File: config.mk
export PLATFORM = sky130hd
export DESIGN_NAME = alu_issue_stage
export DESIGN_NICKNAME = d
export VERILOG_FILES = /design/src/rtl/alu_pkg.sv /design/src/rtl/alu_funct_decode.sv /design/src/rtl/alu_issue_stage.sv
export SDC_FILE = /design/constraint.sdc
export NUM_CORES = 1
export LEC_CHECK = 0
export CAP_MARGIN = 20
export CORE_UTILIZATION = 51
export CTS_BUF_LIST = sky130_fd_sc_hd__clkbuf_8
export CTS_CLUSTER_DIAMETER = 120
export DETAILED_ROUTE_END_ITERATION = 16
export PLACE_DENSITY = 0.82
export RECOVER_POWER = 25
export SLEW_MARGIN = 20
export SYNTH_ARGS = -nofsm -noshare
export SYNTH_HDL_FRONTEND = slang
export SYNTH_SLANG_ARGS = --single-unit
File: constraint.sdc
create_clock -name clk -period 2.03 [get_ports clk]
set_clock_uncertainty 0.05 [all_clocks]
set_input_delay 0.203 -clock clk [delete_from_list [all_inputs] [get_ports clk]]
set_output_delay 0.203 -clock clk [all_outputs]
set_load 0.03 [all_outputs]
File: src/rtl/alu_pkg.sv
// Shared definitions for the ALU slice array and its issue stage:
// R-type funct codes and the slice op-select encodings.
package alu_pkg;

  // MIPS R-type funct codes handled by the slice array
  localparam logic [5:0] FN_ADD = 6'h20;
  localparam logic [5:0] FN_SUB = 6'h22;
  localparam logic [5:0] FN_AND = 6'h24;
  localparam logic [5:0] FN_OR  = 6'h25;
  localparam logic [5:0] FN_SLT = 6'h2A;

  // Slice op-select bus; bit 2 doubles as the B-invert / carry-in control
  localparam logic [2:0] SIG_AND = 3'b000;
  localparam logic [2:0] SIG_OR  = 3'b001;
  localparam logic [2:0] SIG_ADD = 3'b010;
  localparam logic [2:0] SIG_SUB = 3'b110;
  localparam logic [2:0] SIG_SLT = 3'b111;

endpackage

File: src/rtl/alu_funct_decode.sv
// Combinational funct-code decoder: funct -> slice op-select, carry-in, illegal flag.
module alu_funct_decode
  import alu_pkg::*;
(
  input  logic [5:0] funct,
  output logic [2:0] signal,
  output logic       cin,
  output logic       illegal
);

  // Table lookup; unknown codes fall back to AND and are flagged
  always_comb begin
    signal  = SIG_AND;
    illegal = 1'b0;
    case (funct)
      FN_AND:  signal = SIG_AND;
      FN_OR:   signal = SIG_OR;
      FN_ADD:  signal = SIG_ADD;
      FN_SUB:  signal = SIG_SUB;
      FN_SLT:  signal = SIG_SLT;
      default: begin
        signal  = SIG_AND;
        illegal = 1'b1;
      end
    endcase
    // Subtract-type ops invert B and need the +1 on slice 0
    cin = signal[2];
  end

endmodule

File: src/rtl/alu_issue_stage.sv
// Registered issue stage in front of the ALU slice array. Decodes the funct
// code and holds the result in an output register backed by a skid register,
// so in_ready depends only on registered state (never on out_ready).
module alu_issue_stage
  import alu_pkg::*;
#(
  parameter int WIDTH = 32,
  parameter int CNT_W = 8
) (
  input  logic             clk,
  input  logic             reset,
  input  logic             in_valid,
  output logic             in_ready,
  input  logic [5:0]       in_funct,
  input  logic [WIDTH-1:0] in_a,
  input  logic [WIDTH-1:0] in_b,
  output logic             out_valid,
  input  logic             out_ready,
  output logic [WIDTH-1:0] out_a,
  output logic [WIDTH-1:0] out_b,
  output logic [2:0]       out_signal,
  output logic             out_cin,
  output logic             out_illegal,
  output logic [CNT_W-1:0] err_count
);

  typedef struct packed {
    logic [WIDTH-1:0] a;
    logic [WIDTH-1:0] b;
    logic [2:0]       signal;
    logic             cin;
    logic             illegal;
  } slot_t;

  localparam logic [CNT_W-1:0] CNT_MAX = {CNT_W{1'b1}};

  logic [2:0]       dec_signal;
  logic             dec_cin;
  logic             dec_illegal;
  slot_t            in_slot;
  slot_t            or_reg;
  slot_t            sk_reg;
  logic             or_valid_reg;
  logic             sk_valid_reg;
  logic [CNT_W-1:0] err_count_reg;
  logic             accept;
  logic             consume;

  alu_funct_decode u_decode (
    .funct   (in_funct),
    .signal  (dec_signal),
    .cin     (dec_cin),
    .illegal (dec_illegal)
  );

  assign in_slot = '{a: in_a, b: in_b, signal: dec_signal, cin: dec_cin, illegal: dec_illegal};

  // Ready only when the skid slot is free; a full skid slot is the only back-pressure
  assign in_ready = ~sk_valid_reg & ~reset;
  assign accept   = in_valid & in_ready;
  assign consume  = or_valid_reg & out_ready;

  // Output/skid register pair: refill OR from SK first, otherwise from the input
  always_ff @(posedge clk) begin
    if (reset) begin
      or_reg       <= '0;
      sk_reg       <= '0;
      or_valid_reg <= 1'b0;
      sk_valid_reg <= 1'b0;
    end else if (consume) begin
      if (sk_valid_reg) begin
        // in_ready is low here, so no accept can collide with the SK move
        or_reg       <= sk_reg;
        sk_valid_reg <= 1'b0;
      end else if (accept) begin
        or_reg <= in_slot;
      end else begin
        or_valid_reg <= 1'b0;
      end
    end else if (accept) begin
      if (!or_valid_reg) begin
        or_reg       <= in_slot;
        or_valid_reg <= 1'b1;
      end else begin
        sk_reg       <= in_slot;
        sk_valid_reg <= 1'b1;
      end
    end
  end

  // Saturating count of accepted illegal funct codes
  always_ff @(posedge clk) begin
    if (reset) begin
      err_count_reg <= '0;
    end else if (accept && dec_illegal && (err_count_reg != CNT_MAX)) begin
      err_count_reg <= err_count_reg + CNT_W'(1);
    end
  end

  assign out_valid   = or_valid_reg;
  assign out_a       = or_reg.a;
  assign out_b       = or_reg.b;
  assign out_signal  = or_reg.signal;
  assign out_cin     = or_reg.cin;
  assign out_illegal = or_reg.illegal;
  assign err_count   = err_count_reg;

endmodule

==> results of run 1 <==
==> stage by stage <==
stage | cells | total power [mW] | setup TNS [ps]
global route | 1046 | 6.55 | 0
CTS | 1046 | 6.36 | 0
detailed placement | 1014 | 4.36 | -3940
global placement | 1014 | 4.32 | -354
finish | 1046 | 6.29 | 0
floorplan | 746 | 3.85 | 0
==> how the worst min path moves through the flow <==
| stage | cells past startpoint | slack [ps] | startpoint | to |
|---|---|---|---|---|
| 2_1_floorplan | 1 | 250 | out_ready | sk_valid_reg$_SDFFE_PP0P_ |
| 3_3_place_gp | 2 | 350 | reset | out_valid$_SDFFE_PP0P_ |
| 3_5_place_dp | 2 | 350 | reset | out_valid$_SDFFE_PP0P_ |
| 4_1_cts | 3 | 270 | in_b[21] | sk_reg[26]$_SDFFE_PP0P_ |
| 5_1_grt | 3 | 280 | in_b[20] | sk_reg[25]$_SDFFE_PP0P_ |
| 6_report | 3 | 290 | in_b[3] | sk_reg[8]$_SDFFE_PP0P_ |
==> critical path, stage by stage <==
cell	delay, ps
dlygate4sd3_1	560
buf_6	140
nor2_1	80
clkdlybuf4s50_1	690
==> placed cells by master (no fill, tap or decap), drive strengths merged, types with 2 or more instances in the layout <==
master         netlist  final
dlygate4sd3          0     39
a211oi               2      2
nand2b               3      3
or4bb                2      2
clkinv               0      5
clkbuf              38     20
a31oi                4      4
nor2b                4      4
o21ai                7      7
mux2i                4      4
and2                 2      2
and3                 3      3
nand4                4      4
nor3b                2      2
dfxtp              146    146
nand3                4      4
nand2              271    271
buf                 24     32
mux2                 2      2
inv                  3      8
clkdlybuf4s50        0    113
nor2                70     70
a311oi              67     67
a21oi               75     75
==> where the power goes <==
group	internal, mW	total [mW]	leakage, nW	switching (mW)
logic	0.526	1.19	1.63	0.661
registers	3.00	3.08	1.19	0.0778
clock network	1.03	2.03	0.204	1.00
==> kinds of logic (layout without fill, tap and decap cells) <==
family                   after synthesis  count (layout)  synth area share
AND/OR/NAND/NOR                      369             369             0.233
AO/OA/AOI/OAI                        159             159             0.235
multiplexers                           6               6           0.00993
buffers and inverters                 65             218            0.0556
adder cells (fa/ha/maj)                1               1           0.00199
flip-flops                           146             146             0.464
==> area by class of cell <==
cell class                 instances  area (um2)  area share
clock buffer                      20         275      0.0329
clock inverter                    11        73.8     0.00883
inverter                           3        11.3     0.00135
multi-input combinational        535        3030       0.362
sequential                       146        2920       0.349
tap                              147         184      0.0220
timing repair buffer             184        1870       0.223
==> what timing repair did <==
| item | in CTS | in global routing |
|---|---|---|
| gates resized for setup | 0 | 0 |
| hold endpoints to repair | 1 | 0 |
| hold buffers | 1 | 0 |
==> metal layers <==
metal / global-route usage / up-vias
met4: 0.125 / 0
met5: 0 / -
met3: 0.0659 / 32
met1: 0.275 / 2732
li1: - / 2819
met2: 0.441 / 181
==> qor.csv, run 1 <==
stage;metric;value;unit
yosys;netlist.area_leader.share;0.464;
yosys;syn-num-nets;821;
floorplan;die_x;113;um
timing;relSlewSlack;0.489;
critical_path;setup.worst_path.start;reset;
place;dpl_cell_area;0.00801;mm2
timing;finalCritPeriodShare;0.951;
yosys;synth_area_leaders;dfxtp_1 (46%), nand2_1 (16%), a311oi_2 (15%);
timing;rsz0062_at_grt;no;
yosys;yosys.cell_types.count;36;
cells_and_area;largest_register_ff_count;68;
drt;drt-met1-wl;6.36;mm
yosys;post-synth-top-area-cell;dfxtp_1;
drt;top_layer;met4;
critical_path;crit_required;1780;ps
timing;setup_viol;0;
yosys;yosysMostFrequentCell;nand2_1;
critical_path;arrival;1680;ps
clocking;htree_levels;4;
critical_path;worst-path-max-fanout;7;
critical_path;worstSetupStartpointType;input pin;
clocking;cts_setup_buffers;0;
place;dpl_worst_slack;-110;ps
hold_path;hold_class;input pin to flip-flop;
clocking;cts.sinks;146;
yosys;avgSynthCellArea;8.44;um2
timing;tightest_slew;766;ps
clocking;root_buffer;clkbuf_8;
critical_path;end_kind;primary output;
power_and_ir_drop;p_per_area;752;mW/mm2
drt;vias;5764;
timing;clock.fmax;518;MHz
clocking;clk_path_buf_depth;2;
timing;hold_slack;290;ps
clocking;cts_buffers;17;
drt;met3WireLength;961;um
drt;drc;0;
floorplan;dieArea;0.0128;mm2
cells_and_area;finalNetCount;962;
yosys;synthCells;746;
global_route;antenna_found_initial;0;
cells_and_area;fin_util;0.696;
critical_path;cp-endpoint;in_ready;
yosys;synth-main-ff-cell;dfxtp_1;
clocking;insertion_delay;430;ps
floorplan;die_h;113;um
yosys;synth_edf_count;0;
critical_path;reg2reg_slack;170;ps
global_route;grt_first_pass_wirelength;25.5;mm
yosys;yosys-top-cells-count;nand2_1 (271), dfxtp_1 (146), a21oi_1 (74);
yosys;async_flop_share;0;
drt;drt_iter0_drc;392;
floorplan;coreArea;0.0120;mm2
drt;viasPerCell;5.51;
timing;fin_crit;1930;ps
place;hpwl;10.8;mm
cells_and_area;stdcell_area;0.00836;mm2
cells_and_area;drive_gt1_frac;0.143;
place;gp_congestion;0.859;
critical_path;reg2reg_depth;6;
timing;maxSlewViolCount;0;
yosys;synth-seq-cells;146;
critical_path;crit-reg2reg-launch;sk_valid_reg$_SDFFE_PP0P_;
floorplan;initial_core_util;0.524;
global_route;grt-ovfl-total;0;
clocking;clk_pin_slew;80;ps
cells_and_area;diodes;0;
drt;drtPass1Iterations;5;
yosys;ys_warn_count;0;
drt;wl_per_cell;15.0;um
cells_and_area;fillers;919;
job;maxCapViolations;0;
timing;setup_ws;99.4;ps
drt;wl_met2;7.96;mm
global_route;grt_pass1_vias;5544;
yosys;synth_area;0.00630;mm2
yosys;yosysSeqAreaShare;0.464;
timing;hold_viol_final;0;
floorplan;io_pins;153;
global_route;grt_max_degree;58;
global_route;grt_use_total;0.249;
floorplan;fp-row-count;40;
drt;routed_wl;15.7;mm
drt;postRouteAntennaNets;0;
clocking;cts_tree;built;
critical_path;worstSetupPathType;input pin to primary output;
place;port_buffers;152;
power_and_ir_drop;ir_drop;0.000683;V
power_and_ir_drop;cellLeakagePower;3.02;nW
run_status;outcome;completed;
critical_path;timing.rr.end;out_b[3]$_SDFFE_PP0P_;
cells_and_area;syn_to_final_growth;32.8;%
Power figures use the tool's default switching activity.
==> run 2: changes to the inputs <==
--- a/config.mk
+++ b/config.mk
@@ -6,9 +6,11 @@
 export NUM_CORES = 1
 export LEC_CHECK = 0
 export CAP_MARGIN = 20
+export CORE_ASPECT_RATIO = 2
 export CORE_UTILIZATION = 51
 export CTS_BUF_LIST = sky130_fd_sc_hd__clkbuf_8
 export CTS_CLUSTER_DIAMETER = 120
+export CTS_CLUSTER_SIZE = 20
 export DETAILED_ROUTE_END_ITERATION = 16
 export PLACE_DENSITY = 0.82
 export RECOVER_POWER = 25
==> qor.csv, run 2 (same netlist as run 1, synthesis figures left out) <==
stage;metric;value;unit;change
drt;top_layer;met4;;unchanged
power_and_ir_drop;p_seq_frac;0.475;;was 0.489
critical_path;reg2reg_slack;110;ps;was 170 ps
timing;finalCritPeriodShare;0.952;;was 0.951
clocking;root_buffer;clkbuf_8;;unchanged
floorplan;io_pins;153;;unchanged
drt;vias;5939;;was 5764
power_and_ir_drop;cellLeakagePower;3.03;nW;was 3.02 nW
global_route;antenna_found_initial;0;;unchanged
timing;setup_viol;0;;unchanged
cells_and_area;final_common_cell;nand2_1;;unchanged
cells_and_area;finalNetCount;964;;was 962
job;maxCapViolations;0;;unchanged
power_and_ir_drop;switching_share;0.301;;was 0.277
critical_path;cpPeakStageDelay;790;ps;was 690 ps
critical_path;crit_chain;clkdlybuf4s50_1;;was dlygate4sd3_1 > buf_6 > nor2_1 > clkdlybuf4s50_1
timing;tightest_slew;658;ps;was 766 ps
floorplan;die_x;80.6;um;was 113 um
hold_path;holdPathStages;3;;unchanged
critical_path;path_depth;1;;was 4
timing;rsz0062_at_grt;no;;unchanged
clocking;clk_pin_slew;80;ps;about the same
critical_path;end_kind;primary output;;unchanged
critical_path;crit_required;1780;ps;about the same
drt;postRouteAntennaNets;0;;unchanged
drt;drt_iter0_drc;346;;was 392
critical_path;slowest_stage;clkdlybuf4s50_1;;unchanged
global_route;grt_use_total;0.271;;was 0.249
drt;wl_met2;9.08;mm;was 7.96 mm
hold_path;hold_class;input pin to flip-flop;;unchanged
timing;maxSlewViolCount;0;;unchanged
critical_path;reg2reg_depth;6;;unchanged
cells_and_area;syn_to_final_growth;33.7;%;was 32.8%
place;dpl_cell_area;0.00806;mm2;was 0.00801 mm2
drt;routed_wl;16.9;mm;was 15.7 mm
power_and_ir_drop;ir_drop;0.000652;V;was 0.000683 V
timing;relSlewSlack;0.561;;was 0.489
cells_and_area;fin_util;0.695;;was 0.696
critical_path;crit_buf_inv;1;;was 3
floorplan;die_h;159;um;was 113 um
clocking;cts_tree;built;;unchanged
power_and_ir_drop;power_frac_comb;0.186;;was 0.189
drt;drtPass1Iterations;5;;unchanged
floorplan;fp-row-count;57;;was 40
place;gp_congestion;0.774;;was 0.859
global_route;grt_max_degree;123;;was 58
hold_path;hold_end;out_b[19]$_SDFFE_PP0P_;;was sk_reg[8]$_SDFFE_PP0P_
drt;met3WireLength;729;um;was 961 um
drt;wl_per_cell;16.1;um;was 15.0 um
floorplan;initial_core_util;0.520;;was 0.524
timing;hold_viol_final;0;;unchanged
cells_and_area;largest_register_ff_count;68;;unchanged
drt;drc;0;;unchanged
global_route;grt_first_pass_wirelength;26.9;mm;was 25.5 mm
drt;drt-met1-wl;6.21;mm;was 6.36 mm
critical_path;crit-reg2reg-launch;sk_valid_reg$_SDFFE_PP0P_;;unchanged
critical_path;worst-path-max-fanout;8;;was 7
critical_path;setup.worst_path.start;out_valid$_SDFFE_PP0P_;;was reset
critical_path;worstSetupStartpointType;flip-flop;;was input pin
cells_and_area;final_cell_mix;nand2_1 (270), dfxtp_1 (146), clkdlybuf4s50_1 (107);;was nand2_1 (271), dfxtp_1 (146), clkdlybuf4s50_1 (113)
place;port_buffers;152;;unchanged
clocking;cts_buffers;17;;unchanged
power_and_ir_drop;clockPowerShare;0.339;;was 0.322
critical_path;timing.rr.end;out_a[20]$_SDFFE_PP0P_;;was out_b[3]$_SDFFE_PP0P_
floorplan;coreArea;0.0121;mm2;was 0.0120 mm2
floorplan;dieArea;0.0128;mm2;about the same
critical_path;arrival;1680;ps;about the same
cells_and_area;stdcell_area;0.00842;mm2;was 0.00836 mm2
clocking;htree_levels;4;;unchanged
clocking;clk_path_buf_depth;2;;unchanged
cells_and_area;diodes;0;;unchanged
clocking;cts.sinks;146;;unchanged
power_and_ir_drop;p_switching;1.95;mW;was 1.74 mW
cells_and_area;drive_gt1_frac;0.151;;was 0.143
power_and_ir_drop;p_per_area;770;mW/mm2;was 752 mW/mm2
global_route;grt_pass1_vias;5898;;was 5544
critical_path;crit_family;buffers and inverters;;unchanged
run_status;outcome;completed;;unchanged
global_route;grt-ovfl-total;0;;unchanged
place;hpwl;11.5;mm;was 10.8 mm
power_and_ir_drop;internal_power;4.53;mW;was 4.55 mW
clocking;cts_hold_repair.buffers;0;;was 1
timing;clock.fmax;517;MHz;was 518 MHz
hold_path;hold_path_startpoint;reset;;was in_b[3]
critical_path;worstSetupPathType;flip-flop to primary output;;was input pin to primary output
drt;viasPerCell;5.66;;was 5.51
timing;fin_crit;1930;ps;about the same
clocking;insertion_delay;440;ps;was 430 ps
[run 2: cell count changes in the layout (fill, tap and decap cells not counted), moves of 3 or more]
cell	previous run	this run
clkdlybuf4s50_1	113	107
clkinv_2	5	0
clkinvlp_4	0	5
dlygate4sd3_1	39	43
inv_1	8	4
inv_6	0	4
clkbuf_8	20	17
inv_8	0	3
[run 2: layer usage]
layer	up-vias	GRT usage
li1	2830	-
met1	2831	0.280
met2	214	0.477
met3	64	0.0481
met4	0	0.189
met5	-	0
[run 2: worst min-delay path: stages]
cell      delay, ps
buf_6           100
buf_4           270
a311oi_2         60
[run 2: worst max path at each step]
stage                                            to  slack [ps]
after floorplan             sk_reg[50]$_SDFFE_PP0P_         210
after global placement    err_count[6]$_SDFFE_PP0P_        -100
after detailed placement     out_a[20]$_SDFFE_PP0P_        -160
after CTS                                  in_ready          10
after global routing         out_b[24]$_SDFFE_PP0P_          50
final                                     out_valid         100
[run 2: layout make-up]
class	instances	area, um2
flip-flops and latches	146	2920
inverters	3	11.3
well taps	147	184
clock inverters	15	149
fillers	957	3700
clock buffers	17	234
repair buffers	186	1890
multi-input cells	535	3030
[run 2: timing repair]
item                                    in CTS  in global routing
buffers inserted                             0                  0
endpoints found under the setup margin       0                  1
resized for setup                            0                  1
[run 2: metrics by stage]
| step | power [mW] | setup TNS [ps] | setup WS (ps) | cells | hold slack [ps] |
|---|---|---|---|---|---|
| 2_1_floorplan | 3.85 | 0 | 213 | 746 | 254 |
| 3_3_place_gp | 4.34 | -2520 | -105 | 1017 | 392 |
| 3_5_place_dp | 4.38 | -6150 | -162 | 1017 | 397 |
| 4_1_cts | 6.56 | 0 | 14.4 | 1049 | 162 |
| 5_1_grt | 6.75 | 0 | 46.6 | 1049 | 189 |
| 6_report | 6.48 | 0 | 96.6 | 1049 | 188 |
[run 2: power groups by stage]
stage	clock network [mW]	logic, mW	registers (mW)
finish	2.20	1.21	3.08
global route	2.37	1.29	3.10
CTS	2.24	1.24	3.08
detailed placement	0	1.23	3.15
global placement	0	1.20	3.14
floorplan	0	0.487	3.36
==> run 3: changes to the inputs <==
--- a/config.mk
+++ b/config.mk
@@ -5,7 +5,7 @@
 export SDC_FILE = /design/constraint.sdc
 export NUM_CORES = 1
 export LEC_CHECK = 0
-export CAP_MARGIN = 20
+export CAP_MARGIN = 10
 export CORE_ASPECT_RATIO = 2
 export CORE_UTILIZATION = 51
 export CTS_BUF_LIST = sky130_fd_sc_hd__clkbuf_8
==> results of run 3 <==
Same layout as run 2: the final DEF is identical, and so are final timing and power.
